--- config.mk ---
export PLATFORM = sky130hd
export DESIGN_NAME = pipeline_fwd_chain
export DESIGN_NICKNAME = d
export VERILOG_FILES = /design/src/rtl/pipeline_fwd_chain.sv
export SDC_FILE = /design/constraint.sdc
export NUM_CORES = 1
export LEC_CHECK = 0
export BUFFER_PORTS_ARGS = -buffer_cell sky130_fd_sc_hd__buf_4
export CAP_MARGIN = 20
export CORE_AREA = 2 2 124 126
export DETAILED_ROUTE_END_ITERATION = 8
export DIE_AREA = 0 0 126 128
export PLACE_DENSITY = 0.89
export SLEW_MARGIN = 20
export SYNTH_ARGS = -nofsm -noshare
export SYNTH_HDL_FRONTEND = slang
export SYNTH_SLANG_ARGS = --single-unit
--- constraint.sdc ---
create_clock -name clk -period 2.4 [get_ports clk]
set_input_delay 0.12 -clock clk [delete_from_list [all_inputs] [get_ports clk]]
set_output_delay 0.12 -clock clk [all_outputs]
set_load 0.05 [all_outputs]
--- src/rtl/pipeline_fwd_chain.sv ---
// Post-decode pipeline control chain: per-stage metadata, operand forwarding, load-use stall, writeback.
// Forwarding is combinational; stall holds stage 1 and bubbles stage 2; hold freezes every stage.
module pipeline_fwd_chain #(
  parameter int STAGES   = 4,
  parameter int LD_STAGE = 4,
  parameter int DATA_W   = 16,
  parameter int REGN_W   = 3,
  parameter int CTRL_W   = 22
) (
  input  logic                     clk,
  input  logic                     rst,
  input  logic                     in_valid,
  input  logic [CTRL_W-1:0]        in_ctrl,
  input  logic [REGN_W-1:0]        in_wnum,
  input  logic                     in_write,
  input  logic                     in_loads,
  input  logic [REGN_W-1:0]        src_num_a,
  input  logic [REGN_W-1:0]        src_num_b,
  input  logic [REGN_W-1:0]        src_num_c,
  input  logic [DATA_W-1:0]        rf_data_a,
  input  logic [DATA_W-1:0]        rf_data_b,
  input  logic [DATA_W-1:0]        rf_data_c,
  input  logic [DATA_W-1:0]        ex_result,
  input  logic [DATA_W-1:0]        mem_rdata,
  input  logic                     hold,
  input  logic                     flush,
  output logic [DATA_W-1:0]        fwd_a,
  output logic [DATA_W-1:0]        fwd_b,
  output logic [DATA_W-1:0]        fwd_c,
  output logic                     stall,
  output logic [STAGES*CTRL_W-1:0] ctrl_out,
  output logic [STAGES-1:0]        valid_out,
  output logic                     wb_write,
  output logic [REGN_W-1:0]        wb_num,
  output logic [DATA_W-1:0]        wb_data
);

  logic              vld_q  [1:STAGES];
  logic [CTRL_W-1:0] ctrl_q [1:STAGES];
  logic [REGN_W-1:0] wnum_q [1:STAGES];
  logic              wr_q   [1:STAGES];
  logic              ld_q   [1:STAGES];
  logic [DATA_W-1:0] res_q  [3:STAGES];

  logic [DATA_W-1:0] eff    [2:STAGES];
  logic              avail  [2:STAGES];
  logic              blk_a, blk_b, blk_c;

  // Stage 2 result comes straight from the ALU; stage 1 carries no result at all.
  for (genvar g = 2; g <= STAGES; g++) begin : g_eff
    if (g == 2) begin : g_ex
      assign eff[g]   = ex_result;
      assign avail[g] = !ld_q[g];
    end else if (g == LD_STAGE) begin : g_ld
      assign eff[g]   = ld_q[g] ? mem_rdata : res_q[g];
      assign avail[g] = 1'b1;
    end else begin : g_lat
      assign eff[g]   = res_q[g];
      assign avail[g] = (g > LD_STAGE) || !ld_q[g];
    end
  end

  always_comb begin
    fwd_a = rf_data_a;
    fwd_b = rf_data_b;
    fwd_c = rf_data_c;
    blk_a = 1'b0;
    blk_b = 1'b0;
    blk_c = 1'b0;
    // Walk oldest to youngest so the youngest matching producer has the last word.
    for (int s = STAGES; s >= 2; s--) begin
      if (vld_q[s] && wr_q[s]) begin
        if (wnum_q[s] == src_num_a) begin
          fwd_a = eff[s];
          blk_a = !avail[s];
        end
        if (wnum_q[s] == src_num_b) begin
          fwd_b = eff[s];
          blk_b = !avail[s];
        end
        if (wnum_q[s] == src_num_c) begin
          fwd_c = eff[s];
          blk_c = !avail[s];
        end
      end
    end
  end

  assign stall = vld_q[1] && (blk_a || blk_b || blk_c);

  always_ff @(posedge clk or negedge rst) begin
    if (!rst) begin
      for (int s = 1; s <= STAGES; s++) begin
        vld_q[s]  <= 1'b0;
        ctrl_q[s] <= '0;
        wnum_q[s] <= '0;
        wr_q[s]   <= 1'b0;
        ld_q[s]   <= 1'b0;
      end
      for (int s = 3; s <= STAGES; s++) begin
        res_q[s] <= '0;
      end
    end else if (!hold) begin
      for (int s = STAGES; s >= 3; s--) begin
        vld_q[s]  <= vld_q[s-1];
        ctrl_q[s] <= ctrl_q[s-1];
        wnum_q[s] <= wnum_q[s-1];
        wr_q[s]   <= wr_q[s-1];
        ld_q[s]   <= ld_q[s-1];
        res_q[s]  <= eff[s-1];
      end

      if (flush || stall) begin
        vld_q[2]  <= 1'b0;
        ctrl_q[2] <= '0;
        wnum_q[2] <= '0;
        wr_q[2]   <= 1'b0;
        ld_q[2]   <= 1'b0;
      end else begin
        vld_q[2]  <= vld_q[1];
        ctrl_q[2] <= ctrl_q[1];
        wnum_q[2] <= wnum_q[1];
        wr_q[2]   <= wr_q[1];
        ld_q[2]   <= ld_q[1];
      end

      // Flush outranks stall: the redirect kills the instruction stall was protecting.
      if (flush) begin
        vld_q[1]  <= 1'b0;
        ctrl_q[1] <= '0;
        wnum_q[1] <= '0;
        wr_q[1]   <= 1'b0;
        ld_q[1]   <= 1'b0;
      end else if (!stall) begin
        vld_q[1]  <= in_valid;
        ctrl_q[1] <= in_ctrl;
        wnum_q[1] <= in_wnum;
        wr_q[1]   <= in_write;
        ld_q[1]   <= in_loads;
      end
    end
  end

  for (genvar g = 1; g <= STAGES; g++) begin : g_out
    assign valid_out[g-1]                  = vld_q[g];
    assign ctrl_out[(g-1)*CTRL_W +: CTRL_W] = ctrl_q[g];
  end

  assign wb_write = vld_q[STAGES] && wr_q[STAGES] && !hold;
  assign wb_num   = wnum_q[STAGES];
  assign wb_data  = eff[STAGES];

endmodule

==> summary.txt <==
Status
  • Outcome: complete, but fails checks
  • Failing checks: setup timing

Detailed routing
  • # DRC: 0
  • Final Routed Wirelength: 26.21 mm
  • Initial DRC count: slightly below 500
  • ANT nets after route: 0
  • Mean routed wirelength per cell: 22.27 um
  • Vias/cell: ~6
  • TritonRoute pass-1 iters: 5
  • Total number of vias: just under 7k

Synthesis
  • Sequential fraction of the synthesis area: about half
  • Synth top cells by count: 144 x dfrtp_1, 88 x mux2_2, 64 x a21oi_1
  • Post-synthesis cell area: about 0.007 mm^2
  • Top post-synthesis cells by area: dfrtp_1 50%, mux2_2 14%, a22o_1 6.7%
  • Async set-reset flop share out of synthesis: 100.0%
  • Synth warn: 0
  • Post-Syn Area per Cell: around 11 um^2
  • Synth top area share: 50.45%
  • Top-count cell post-synth: dfrtp_1
  • Synth Net Count: 775
  • Post-synth EDFFs: 0
  • Synthesized instance count: 654
  • Synthesized flop and latch total: approximately 140
  • Synth area leader: dfrtp_1
  • Most common flop cell mapped by yosys: dfrtp_1
  • Distinct cell type count after synthesis: 33

Die
  • Core Footprint: 0.01486 mm^2
  • Starting Density: 48.06%
  • Io pins: 282
  • DIE WIDTH: about 130 um
  • FP Rows: between 40 and 50
  • Total die area: between 0.015 and 0.02 mm^2
  • Die height: approximately 130 um

Critical path
  • Required @ worst endpoint: around 2.3 ns
  • Crit start category: flop
  • Slowest-stage cell, CP: dfrtp_2
  • Worst path max stage delay: 0.46 ns
  • Crit. End Element: output port
  • Kind of critical path: flop to output port
  • CP Cell Sequence: xor2_4 > nor4_4 > buf_4 > buf_8 > a211oi_1 > a21oi_1 > a21oi_4 > buf_6
  • CP Max Fanout: 16
  • CP arrival: between 2 and 2.5 ns

GRT
  • Antenna violations before repair: 0
  • Gr usage total: a little under a third
  • GRT overflow: 0
  • Vias in the first global route: 6905
  • First-pass GRT wire length: between 30 and 40 mm
  • Largest net degree at the start of global routing: 73

STA
  • RSZ-0062 raised after global routing: yes
  • Worst Max-Slew Pin Slew: ~0.88 ns
  • Hold WS: 0.1282 ns
  • Period utilisation layout: 107.9%
  • Final number of setup-violating endpoints: 22
  • Fin. Hold Viols: 0
  • Slew Limit Fails: 0
  • Minimum clock period: between 2 and 3 ns
  • Clk_skew: around 0.01 ns
  • Slew headroom: between 40% and 50%
  • Fin worst setup slack: -0.1885 ns
  • Max Freq: 386.3 MHz
  • TNS Setup: -1.790 ns

Finish
  • Final #Nets: around 1.1k
  • Filler-free cell count of the finished design: 1177
  • Proportion of layout cells with a drive suffix above 1: between 50% and 60%
  • Fin util: 75.30%
  • Syn-to-layout area delta: 56.70%
  • Design Area, Final: between 0.01 and 0.015 mm^2
  • Antenna cells: 0

Placed design
  • Pre-CTS setup slack: roughly 0.15 ns
  • # port buffers: roughly 280
  • Detail Placement HPWL: between 15 and 20 mm
  • DP Cell Count: between 1k and 1.5k
  • GP Congestion: approximately 0.94
  • Placed instance area: a little under 0.01 mm^2

Clocking
  • Clock slew at reported path FFs: around 0.060 ns
  • CTS root buffer: clkbuf_16
  • # clock sinks: approximately 140
  • TritonCTS clock tree: yes
  • Worst-skew pair later-pin latency: between 0.4 and 0.5 ns
  • Clock Tree Buf Depth: 2
  • TritonCTS Buffers: 17
  • Htree depth: 4

Hold path
  • Type of the most critical hold path: primary input to flop

Run
  • Maxcap violations: 0

Power and ir drop
  • Tot Pwr: between 7 and 8 mW
  • Worst IR drop on VDD: just over 600 uV
  • Lkg Pwr: about 5.4 nW
  • Power per cell area: 684.1 mW/mm^2
==> where the power goes <==
part | switching, mW | total, mW | internal [mW]
Clock | 1.10 | 2.58 | 1.47
Sequential | 0.207 | 2.86 | 2.65
Combinational | 1.40 | 2.23 | 0.829
Total | 2.71 | 7.66 | 4.95
==> final timing paths <==
path	start	to	slack (ns)	cells after the start
worst max-delay path	wb_num[2]	fwd_a[13]	-0.19	8
worst min-delay path	hold	valid_out[1]	0.13	3
worst max register to register	wnum_q[5]	ctrl_out[16]	0.05	8
worst min register to register	wnum_q[9]	wnum_q[6]	0.50	1
max in group asynchronous	rst	ctrl_out[57]	1.29	3
min in group asynchronous	rst	ctrl_out[61]	0.25	2
==> flip-flops by register name, summed over array words and instances, names as in the netlist <==
signal and flops:
wnum_q 9, eff 16, ld_q 4, wr_q 4, ctrl_out 88, res_q 16
valid_out 4, wb_num 3
==> timing repair <==
| action | in CTS | in global routing |
|---|---|---|
| endpoints found under the hold margin | 99 | 0 |
| gates resized for setup | 39 | 45 |
| setup endpoints to repair | 45 | 47 |
| hold buffers | 44 | 0 |
| gates cloned | 2 | 1 |
| setup buffers | 11 | 7 |
| pin swaps | 34 | 14 |
==> kinds of logic (layout without fill, tap and decap cells) <==
family	Yosys count	count (layout)	synth area share (%)
AOI/OAI and AO/OA	205	205	18.69
xor gates and xnor gates	27	27	3.311
buffers and inverters	84	419	5.605
DFF	144	144	50.45
muxes	104	104	16.11
and+or+nand+nor	90	90	5.833
==> cell usage in the layout (no fill, tap or decap), drive strengths merged, types with 3 or more instances in the layout <==
master	netlist	final
and2	3	3
a211oi	16	16
clkinv	0	6
mux2i	16	16
nor2	35	35
dlygate4sd3	0	44
nand4	3	3
xnor2	9	9
inv	18	22
xor2	18	18
a21oi	64	64
mux2	88	88
nor4	6	6
o22ai	32	32
o21ai	33	33
buf	31	322
a22o	55	55
clkbuf	35	22
nand2	39	39
dfrtp	144	144
==> worst max-delay path: cells and delay by family, from the launching register on <==
family                    cells  cell delay (ns)
AOI/OAI and AO/OA             3             0.48
DFF                           1             0.46
buffers and inverters         3             0.56
xor gates and xnor gates      1             0.18
and+or+nand+nor               1             0.36
==> cell type report <==
| type | count | area, um^2 |
|---|---|---|
| well taps | 188 | 235.2 |
| multi-input cells | 426 | 3613 |
| clock inverters | 13 | 130.1 |
| flip-flops and latches | 144 | 3610 |
| inverters | 18 | 67.56 |
| clock buffers | 19 | 442.9 |
| repair buffers | 369 | 3094 |
| fillers | 907 | 3671 |
==> routing by layer <==
layer	vias up	part of all wire, %	track usage [%]
met3	86	8.8	8.306
met4	0	4.3	16.35
met1	3361	36	35.89
li1	3010	-	-
met2	457	50	53.73
met5	-	0	0
No activity file was read; power rests on OpenSTA's default activity.
